<file path="config.mk">
export PLATFORM = sky130hd
export DESIGN_NAME = ustore_loader
export DESIGN_NICKNAME = d
export VERILOG_FILES = /design/src/rtl/ustore_loader_pkg.sv /design/src/rtl/ustore_ram.sv /design/src/rtl/ustore_loader.sv
export SDC_FILE = /design/constraint.sdc
export NUM_CORES = 1
export LEC_CHECK = 0
export ABC_AREA = 1
export CAP_MARGIN = 20
export CELL_PAD_IN_SITES_DETAIL_PLACEMENT = 1
export CELL_PAD_IN_SITES_GLOBAL_PLACEMENT = 2
export CORE_MARGIN = 2
export CORE_UTILIZATION = 46
export CTS_CLUSTER_DIAMETER = 100
export DETAILED_ROUTE_END_ITERATION = 8
export PLACE_DENSITY_LB_ADDON = 0.1
export SLEW_MARGIN = 15
export SYNTH_ARGS = -nofsm -noshare
export SYNTH_HDL_FRONTEND = slang
export SYNTH_SLANG_ARGS = --single-unit
</file>
<file path="constraint.sdc">
create_clock -name clock -period 5.6 [get_ports clock]
set_input_delay 1.12 -clock clock [delete_from_list [all_inputs] [get_ports clock]]
set_output_delay 1.12 -clock clock [all_outputs]
set_load 0.02 [all_outputs]
</file>
<file path="src/rtl/ustore_loader_pkg.sv">
// Shared definitions for the writable microcode store and its bench.
package ustore_loader_pkg;

  localparam int unsigned UST_ADDR_W = 4;
  localparam int unsigned UST_DATA_W = 16;
  localparam int unsigned UST_DEPTH  = 1 << UST_ADDR_W;

  // Microword field positions
  localparam int unsigned NXT0_HI = 15;
  localparam int unsigned NXT0_LO = 12;
  localparam int unsigned NXT1_HI = 11;
  localparam int unsigned NXT1_LO = 8;
  localparam int unsigned ZOUT_HI = 7;
  localparam int unsigned ZOUT_LO = 0;

  typedef enum logic [2:0] {
    ST_EMPTY = 3'd0,
    ST_LOAD  = 3'd1,
    ST_CHECK = 3'd2,
    ST_RUN   = 3'd3,
    ST_ERR   = 3'd4
  } state_t;

  // Next address when the sequencer's x input is 0
  function automatic logic [3:0] nxt0(input logic [15:0] w);
    return w[NXT0_HI:NXT0_LO];
  endfunction

  // Next address when the sequencer's x input is 1
  function automatic logic [3:0] nxt1(input logic [15:0] w);
    return w[NXT1_HI:NXT1_LO];
  endfunction

  // Control outputs z7..z0
  function automatic logic [7:0] zout(input logic [15:0] w);
    return w[ZOUT_HI:ZOUT_LO];
  endfunction

endpackage

</file>
<file path="src/rtl/ustore_ram.sv">
// Microcode storage array: synchronous write, asynchronous read, contents survive reset.
module ustore_ram #(
  parameter int unsigned ADDR_W = 4,
  parameter int unsigned DATA_W = 16
) (
  input  logic              clock,
  input  logic              we,
  input  logic [ADDR_W-1:0] waddr,
  input  logic [DATA_W-1:0] wdata,
  input  logic [ADDR_W-1:0] raddr,
  output logic [DATA_W-1:0] rdata
);

  logic [DATA_W-1:0] mem [1 << ADDR_W];

  // Write port
  always_ff @(posedge clock) begin
    if (we) mem[waddr] <= wdata;
  end

  // Zero-latency read for the sequencer
  assign rdata = mem[raddr];

endmodule

</file>
<file path="src/rtl/ustore_loader.sv">
// Loads a checksummed microcode image over valid/ready and serves it to the sequencer.
module ustore_loader
  import ustore_loader_pkg::*;
#(
  parameter int unsigned ADDR_W = UST_ADDR_W,
  parameter int unsigned DATA_W = UST_DATA_W
) (
  input  logic              clock,
  input  logic              reset,
  input  logic              load_req,
  input  logic              wr_valid,
  output logic              wr_ready,
  input  logic [DATA_W-1:0] wr_data,
  input  logic [ADDR_W-1:0] a3_a0,
  output logic [DATA_W-1:0] d15_d0,
  output logic              seq_reset_,
  output logic              busy,
  output logic              err
);

  state_t            state, state_nxt;
  logic [ADDR_W-1:0] wcnt, wcnt_nxt;
  logic [DATA_W-1:0] csum, csum_nxt;
  logic [DATA_W-1:0] rd_data;
  logic              err_nxt, wr_ready_nxt, seq_reset_nxt, busy_nxt;
  logic              accept_c, mem_we_c;

  // A word presented together with load_req is dropped by the restart
  assign accept_c = wr_valid & wr_ready & ~load_req;

  // State register
  always_ff @(posedge clock) begin
    if (reset) state <= ST_EMPTY;
    else       state <= state_nxt;
  end

  // Next state, counter/checksum update and output decode
  always_comb begin
    state_nxt = state;
    wcnt_nxt  = wcnt;
    csum_nxt  = csum;
    err_nxt   = err;
    mem_we_c  = 1'b0;
    if (load_req) begin
      state_nxt = ST_LOAD;
      wcnt_nxt  = '0;
      csum_nxt  = '0;
      err_nxt   = 1'b0;
    end else begin
      case (state)
        ST_LOAD: begin
          if (accept_c) begin
            mem_we_c = 1'b1;
            csum_nxt = csum ^ wr_data;
            wcnt_nxt = wcnt + ADDR_W'(1);
            if (wcnt == '1) state_nxt = ST_CHECK;
          end
        end
        ST_CHECK: begin
          if (accept_c) begin
            if (wr_data == csum) begin
              state_nxt = ST_RUN;
            end else begin
              state_nxt = ST_ERR;
              err_nxt   = 1'b1;
            end
          end
        end
        default: ;
      endcase
    end
    wr_ready_nxt  = (state_nxt == ST_LOAD) || (state_nxt == ST_CHECK);
    busy_nxt      = wr_ready_nxt;
    seq_reset_nxt = (state_nxt == ST_RUN);
  end

  // Datapath and registered control outputs
  always_ff @(posedge clock) begin
    if (reset) begin
      wcnt       <= '0;
      csum       <= '0;
      err        <= 1'b0;
      wr_ready   <= 1'b0;
      busy       <= 1'b0;
      seq_reset_ <= 1'b0;
    end else begin
      wcnt       <= wcnt_nxt;
      csum       <= csum_nxt;
      err        <= err_nxt;
      wr_ready   <= wr_ready_nxt;
      busy       <= busy_nxt;
      seq_reset_ <= seq_reset_nxt;
    end
  end

  ustore_ram #(
    .ADDR_W(ADDR_W),
    .DATA_W(DATA_W)
  ) u_ram (
    .clock (clock),
    .we    (mem_we_c),
    .waddr (wcnt),
    .wdata (wr_data),
    .raddr (a3_a0),
    .rdata (rd_data)
  );

  // Image is only visible once verified
  assign d15_d0 = (state == ST_RUN) ? rd_data : '0;

endmodule

</file>
# Word level (Yosys, flattened, before mapping)
# Memory sizes are Yosys's and may differ from the RTL's.
# Cells that the tools add are included.
[op_classes]
addsub = 1
n_mul = 0
n_div = 0
magnitude_cmp = 0
eq_ne = 8
shift = 0
muxes = 12
bitwise_logic = 5
n_reduce_logical = 4
[ops]
columns = ["operator", "count"]
rows = [
  ["$eq 16x16->1", 1],
  ["$mux 16", 1],
  ["$xor 16x16->16", 1],
  ["$mux 3", 5],
  ["$eq 3x2->1 const B", 4],
  ["$eq 3x1->1 const B", 2],
  ["$pmux 3 s2", 1],
  ["$mux 1", 5],
  ["$add 4x1->4 const B", 1],
  ["$eq 4x4->1 const B", 1],
  ["$reduce_and 3->1", 1],
  ["$and 1x1->1", 2],
  ["$not 1->1", 2],
  ["$reduce_and 2->1", 1],
  ["$reduce_or 2->1", 1],
  ["$logic_or 1x1->1", 1],
]
[word_totals]
reg_bits = 26
latch_bits = 0
mem_bits_rw = 256
romBits = 0
inputBits = 24
out_inout_bits = 20
word_cells = 37
n_memories = 1
[mem_list]
columns = ["memory", "words", "width", "read_ports", "rd_ports_with_merged_regs", "write_ports", "line_no", "source"]
rows = [
  ["u_ram.mem", 16, 16, 1, 0, 1, "ustore_ram.sv:14", "logic [DATA_W-1:0] mem [1 << ADDR_W];"],
]

# Longest topological paths before layout
# Gate-level depths: netlist of the first run.
[logic_depth]
ltp_word = 7
mapped_depth = 14
ltp_nobuf = 14

# Cells and area by module
# A second synthesis of the first run with hierarchy kept.
[hier_totals]
cells_unflattened = 1309
area_unflattened_um2 = 12618.4
[by_module_without_submodules]
columns = ["mod", "instances", "cells_per_inst", "area_per_inst_um2"]
rows = [
  ["ustore_ram", 1, 1058, 11060.6],
  ["ustore_loader", 1, 251, 1557.7],
]

# Worst setup path after synthesis of the first run
# No wires, ideal clock.
[synth_timing]
path_kind = "input port to output port"
from = "input a3_a0[0]"
to = "output d15_d0[0]"
arrival_time_ns = 2.231
required_time_ns = 4.480
setup_slack_ns = 2.249
path_stages = 8
path_buffers = 3
cell_sequence = "buf_6 inv_4 buf_12 buf_6 nor2_1 o221ai_1 o211ai_1 a21oi_1"
[synth_via]
elab_chain_len = 2
[synth_lines]
columns = ["element", "line_no", "source"]
rows = [
  ["start: declaration", "ustore_loader.sv:14", "input logic [ADDR_W-1:0] a3_a0,"],
  ["$mem_v2 16x16", "n/a", ""],
  ["$mux 16", "ustore_loader.sv:109", "assign d15_d0 = (state == ST_RUN) ? rd_data : '0;"],
  ["end: declaration", "ustore_loader.sv:15", "output logic [DATA_W-1:0] d15_d0,"],
]
# No other way between the ends.

# Worst setup path in the final report of the first run
[layout_timing]
from = "input a3_a0[0]"
to = "output d15_d0[11]"
# The elaborated chain is that of the path after synthesis.

==> results of run 1 <==
## layout make-up
cell class              instances  area, µm²  share of cell area
clock buffers                  34        787              0.0599
well taps                     324        405              0.0309
clock inverters                22        123             0.00934
flip-flops and latches        282       8210               0.625
diodes                          1       2.50            0.000191
inverters                      51        194              0.0148
multi-input cells             536       2720               0.207
repair buffers                 73        693              0.0528
## critical path, cell delays in order
cell             delay [ns]
buf_4                  0.31
buf_4                  0.55
o21ai_0                0.19
o221ai_1               0.24
nand3_1                0.10
a21oi_1                0.31
clkdlybuf4s50_1        0.67
## power groups by stage
stage / registers (mW) / clock network, mW / logic (mW)
global route: 2.30 / 1.93 / 0.273
detailed placement: 2.35 / 0 / 0.246
finish: 2.30 / 1.84 / 0.248
CTS: 2.30 / 1.86 / 0.248
global placement: 2.35 / 0 / 0.233
floorplan: 2.35 / 0 / 0.145
## cells in the mapped netlist
cell type / count
clkbuf_1: 20
buf_4: 7
o21ai_0: 102
clkbuf_2: 5
a211oi_1: 16
ha_1: 4
nor2_1: 180
a21oi_1: 21
nor3_1: 2
o221ai_1: 47
o211ai_1: 17
dfxtp_1: 26
nand3_1: 21
inv_1: 48
o21a_1: 1
nand4_1: 1
clkinv_1: 1
nand2_1: 76
inv_4: 1
inv_2: 1
buf_6: 12
buf_2: 13
nor2_2: 1
o22ai_1: 17
edfxtp_1: 256
buf_12: 1
o21ai_1: 30
## cells by family after synthesis
group,after synthesis
buffers and inverters,109
AO/OA/AOI/OAI,251
flip-flops,282
AND/OR/NAND/NOR,281
adder cells (fa/ha/maj),4
## sequential cells by signal, summed over array words and instances, names as in the netlist
register / cells
state: 3
csum: 16
err: 1
u_ram.mem: 256
seq_reset_: 1
wcnt: 4
busy: 1
## through the flow
step	util	setup slack [ns]	power, mW	hold WS, ns	cell area [µm²]
floorplan	-	2.25	2.49	0.454	11500
global placement	0.501	1.02	2.58	0.452	12200
detailed placement	0.501	0.960	2.59	0.460	12200
CTS	0.538	0.946	4.42	0.479	13100
global route	0.538	0.782	4.51	0.508	13100
finish	0.538	0.933	4.39	0.472	13100
## per-layer routing
metal	up-vias	routed length, µm	part of all wire
li1	3499	-	-
met1	4026	14300	0.44
met2	222	15500	0.48
met3	64	1550	0.048
met4	0	988	0.031
met5	-	0	0
## path summary, 6_finish.rpt
kind / cells past startpoint / from / slack (ns) / endpoint
setup reg to reg: 9 / state[2]$_SDFF_PP0_ / 3.10 / u_ram.mem[13][0]$_DFFE_PP_
hold / removal: 1 / err$_SDFFE_PP0P_ / 0.47 / err$_SDFFE_PP0P_
setup / recovery: 7 / a3_a0[0] / 0.93 / d15_d0[11]
hold reg to reg: 1 / err$_SDFFE_PP0P_ / 0.47 / err$_SDFFE_PP0P_
==> results.cfg, run 1 <==
[status]
outcome = finished, final reports clean

[timing]
rsz0062_at_grt = no
timing.final.crit_share = 0.833
fmax_ghz = 0.214
finalSetupTns_ns = 0
relSlewSlack = 0.459
finalHoldViolations = 0
drv_slew = 0
fin_crit_ns = 4.67
worst_slew_pin_slew_ns = 0.810
setup-violations-final = 0
skew_ns = 0.0166

[global_route]
grt.busiest_layer = met2
grt_max_degree = 65
use_met1 = 0.343
antenna_found_initial = 0
grt_pass1_wl_um = 48300
grtUsageTotal = 0.247
gr-usage-met3 = 0.0301
met2_usage = 0.405
overflow = 0
grt_pass1_vias = 8049

[pwr]
switching_share = 0.221
seqPwrFrac = 0.525
p_int_mw = 3.42
p_leak_nw = 4.32
ir_drop_mv = 0.212
pwr-share-clk = 0.419
switching_power_mw = 0.968
power_density_mw_per_mm2 = 334
comb_power_share = 0.057

[finish]
layout_common_cells = edfxtp_1 (256), nor2_1 (165), o21ai_0 (102), nand2_1 (76), inv_1 (48)
drive_above_1_share = 0.0922
final_common_cell = edfxtp_1
areaGrowthSynthToFinish_pct = 14.7
fill_cells = 2524
fin_cells = 1323
nets = 1003

[worst_setup_path]
endpoint_kind = primary output
crit_fanout = 60
arrival_ns = 3.55
cp.required_ns = 4.48
worst-setup-path-type = in -> out
cp-start-kind = input port

[yosys]
synth_top_area_share = 0.671
synth.net_count = 955
synth_compound_area_frac = 0.134
synth_top_family_by_area = compound AO/OA/AOI/OAI gates
synthMuxAreaShare = 0
synth-simple-area-share = 0.0951
yosysSeqAreaShare = 0.717
ys_types = 27
yosysWarnings = 0
synthTopCellsByArea = edfxtp_1 (67%), nor2_1 (5.9%), dfxtp_1 (4.5%), o21ai_0 (4.5%), o221ai_1 (3.6%)
synth_top_cell_by_area = edfxtp_1
syn_area_mm2 = 0.0115
synth_adder_area_share = 0.00437
synth-xor-area-share = 0
syn_inst = 927
synth_seq_cells = 282
postSynthAreaPerCell_um2 = 12.4

[detailed_routing]
wirelength_um = 32300
drt-initial-drc-count = 784
first_pass_iters = 5
viasPerCell = 5.90
ant_nets = 0
route.detailed.drc = 0
wl_per_cell_um = 24.4
vias = 7811

[die]
die_w_um = 162
io_pins = 44
fp.dieH_um = 162
start_util = 0.470
core_area_mm2 = 0.0244
dieArea_mm2 = 0.0262
fp-row-count = 57

[clock_network]
cts_setup_buffers = 0
cts_resized = 0
clk_latency_ns = 0.56
cts_buffer_depth = 3
numCtsBuffers = 31
cts.htree.levels = 1
clkTransAtPathRegs_ns = 0.06
cts_sinks = 282
hold_buffers = 0
clock-root-buffer = clkbuf_16
cts_tree = built

[worst_hold_path]
min_path_type = reg -> reg

[place]
portBuffers = 43
gp_congestion = 0.779
dp.cells = 1266
dp.final_hpwl_um = 17900

[run]
cap_violations = 0
No activity file was read; power rests on OpenSTA's default activity.
==> inputs of run 2 (changes only) <==
CORE_UTILIZATION = 38   (was 46)
clock period = 3.9 ns   (was 5.6 ns; I/O delays follow)
==> run 2 against run 1 <==
  * Combinational power up 50%
  * Sequential power rose by 44%
  * First-iteration DRC count fell by 38%
  * Final area increased by 1.9%
  * Clock skew decreased by 0.0079 ns
  * Via count down 2.1%
  * Non-clock buffer count grew 9
  * Power up 46%
  * Die area up 21%
  * Clock-buffer cell count up 13
  * Wire length hardly changed
==> results.cfg, run 2 (synthesized netlist as in run 1, its figures left out) <==
[detailed_routing]
wl_per_cell_um = 23.1
ant_nets = 0
first_pass_iters = 5
route.detailed.drc = 0
drt-initial-drc-count = 486
viasPerCell = 5.47
wirelength_um = 32300
vias = 7644

[clock_network]
cts_setup_buffers = 0
clk_latency_ns = 0.56
clock-root-buffer = clkbuf_16
numCtsBuffers = 31
cts.htree.levels = 1
cts_buffer_depth = 3
cts_resized = 0
cts_tree = built
cts_sinks = 282
clkTransAtPathRegs_ns = 0.06
hold_buffers = 0

[global_route]
overflow = 0
antenna_found_initial = 1
grt_pass1_wl_um = 48600
grt_max_degree = 59
grtUsageTotal = 0.209
grt_pass1_vias = 8212

[finish]
drive_above_1_share = 0.100
reg_top3 = u_ram.mem (256), csum (16), wcnt (4)
final_core_util = 0.452
areaGrowthSynthToFinish_pct = 16.9
layout_common_cells = edfxtp_1 (256), nor2_1 (165), o21ai_0 (102), nand2_1 (76), inv_1 (48)
fill_cells = 3120
nets = 1012
regMostFlops = u_ram.mem
fin_cells = 1398
design_area_mm2 = 0.0134
antenna_cells = 0
final_common_cell = edfxtp_1
largest_reg_flops = 256

[pwr]
ir_drop_mv = 0.302
p_total_mw = 6.39
p_leak_nw = 4.39
power_density_mw_per_mm2 = 478

[worst_setup_path]
crit_chain = buf_4 > inv_4 > buf_12 > nor2_1 > o22ai_1 > o211ai_1 > a21oi_1 > clkdlybuf4s50_1
crit_fanout = 24
cp-start-kind = input port
slowest_stage = clkdlybuf4s50_1
worst-setup-path-type = in -> out
max_stage_delay_ns = 0.67
endpoint_kind = primary output
arrival_ns = 2.82
r2r_cells = 7
cp.required_ns = 3.12

[die]
fp.dieH_um = 178
start_util = 0.386
io_pins = 44
dieArea_mm2 = 0.0315
fp-row-count = 63
die_w_um = 178
core_area_mm2 = 0.0296

[timing]
fmax_ghz = 0.278
holdWs_ns = 0.472
timing.final.crit_share = 0.922
setup-violations-final = 0
finalHoldViolations = 0
relSlewSlack = 0.481
skew_ns = 0.00872
fin_crit_ns = 3.60
rsz0062_at_grt = no
worst_slew_pin_slew_ns = 0.777
finalSetupTns_ns = 0
drv_slew = 0
setup_ws_ns = 0.304

[place]
dp.cells = 1341
portBuffers = 43
place_area_mm2 = 0.0124
dp.final_hpwl_um = 18900
place_ws_ns = 0.303
gp_congestion = 0.808

[worst_hold_path]
min_path_type = reg -> reg
worstHoldPathCells = 1

[run]
cap_violations = 0

[status]
outcome = finished, final reports clean
[run 2: cell types whose count changed in the layout (fill, tap and decap cells not counted)]
| cell | change |
|---|---|
| clkbuf_1 | +10 |
| clkinv_1 | -9 |
| buf_12 | +6 |
| clkinv_2 | -4 |
| buf_4 | +3 |
| clkbuf_8 | +3 |
| clkinvlp_4 | +1 |
| diode_2 | -1 |
[run 2: metal layers]
layer / share of wire / up-vias / wire length (µm) / GRT usage
li1: - / 3511 / - / -
met1: 0.44 / 3902 / 14400 / 0.277
met2: 0.48 / 164 / 15600 / 0.353
met3: 0.045 / 67 / 1460 / 0.0300
met4: 0.028 / 0 / 914 / 0.0717
met5: 0 / - / 0 / 0
[run 2: path summary, 6_finish.rpt]
| kind | end | slack [ns] | start |
|---|---|---|---|
| min reg2reg | err$_SDFFE_PP0P_ | 0.47 | err$_SDFFE_PP0P_ |
| max | d15_d0[7] | 0.30 | a3_a0[0] |
| max reg2reg | u_ram.mem[0][13]$_DFFE_PP_ | 1.80 | busy$_SDFF_PP0_ |
| min | err$_SDFFE_PP0P_ | 0.47 | err$_SDFFE_PP0P_ |
[run 2: worst max-delay path, delay by kind of cell]
family	cells	cell delay [ns]
buf+inv	4	1.29
compound gates	3	0.65
simple gates	1	0.06
[run 2: area by class of cell]
class                      count  area (µm²)  share of cell area
timing repair buffer          82         836              0.0624
inverter                      51         194              0.0145
multi-input combinational    536        2720               0.203
sequential                   282        8210               0.613
clock buffer                  47         866              0.0647
tap                          390         488              0.0364
clock inverter                10        76.3             0.00570
[run 2: power breakdown]
group          internal (mW)  switching, mW
clock                   1.58           1.13
sequential              3.30        0.00415
combinational          0.122          0.249
total                   5.01           1.39
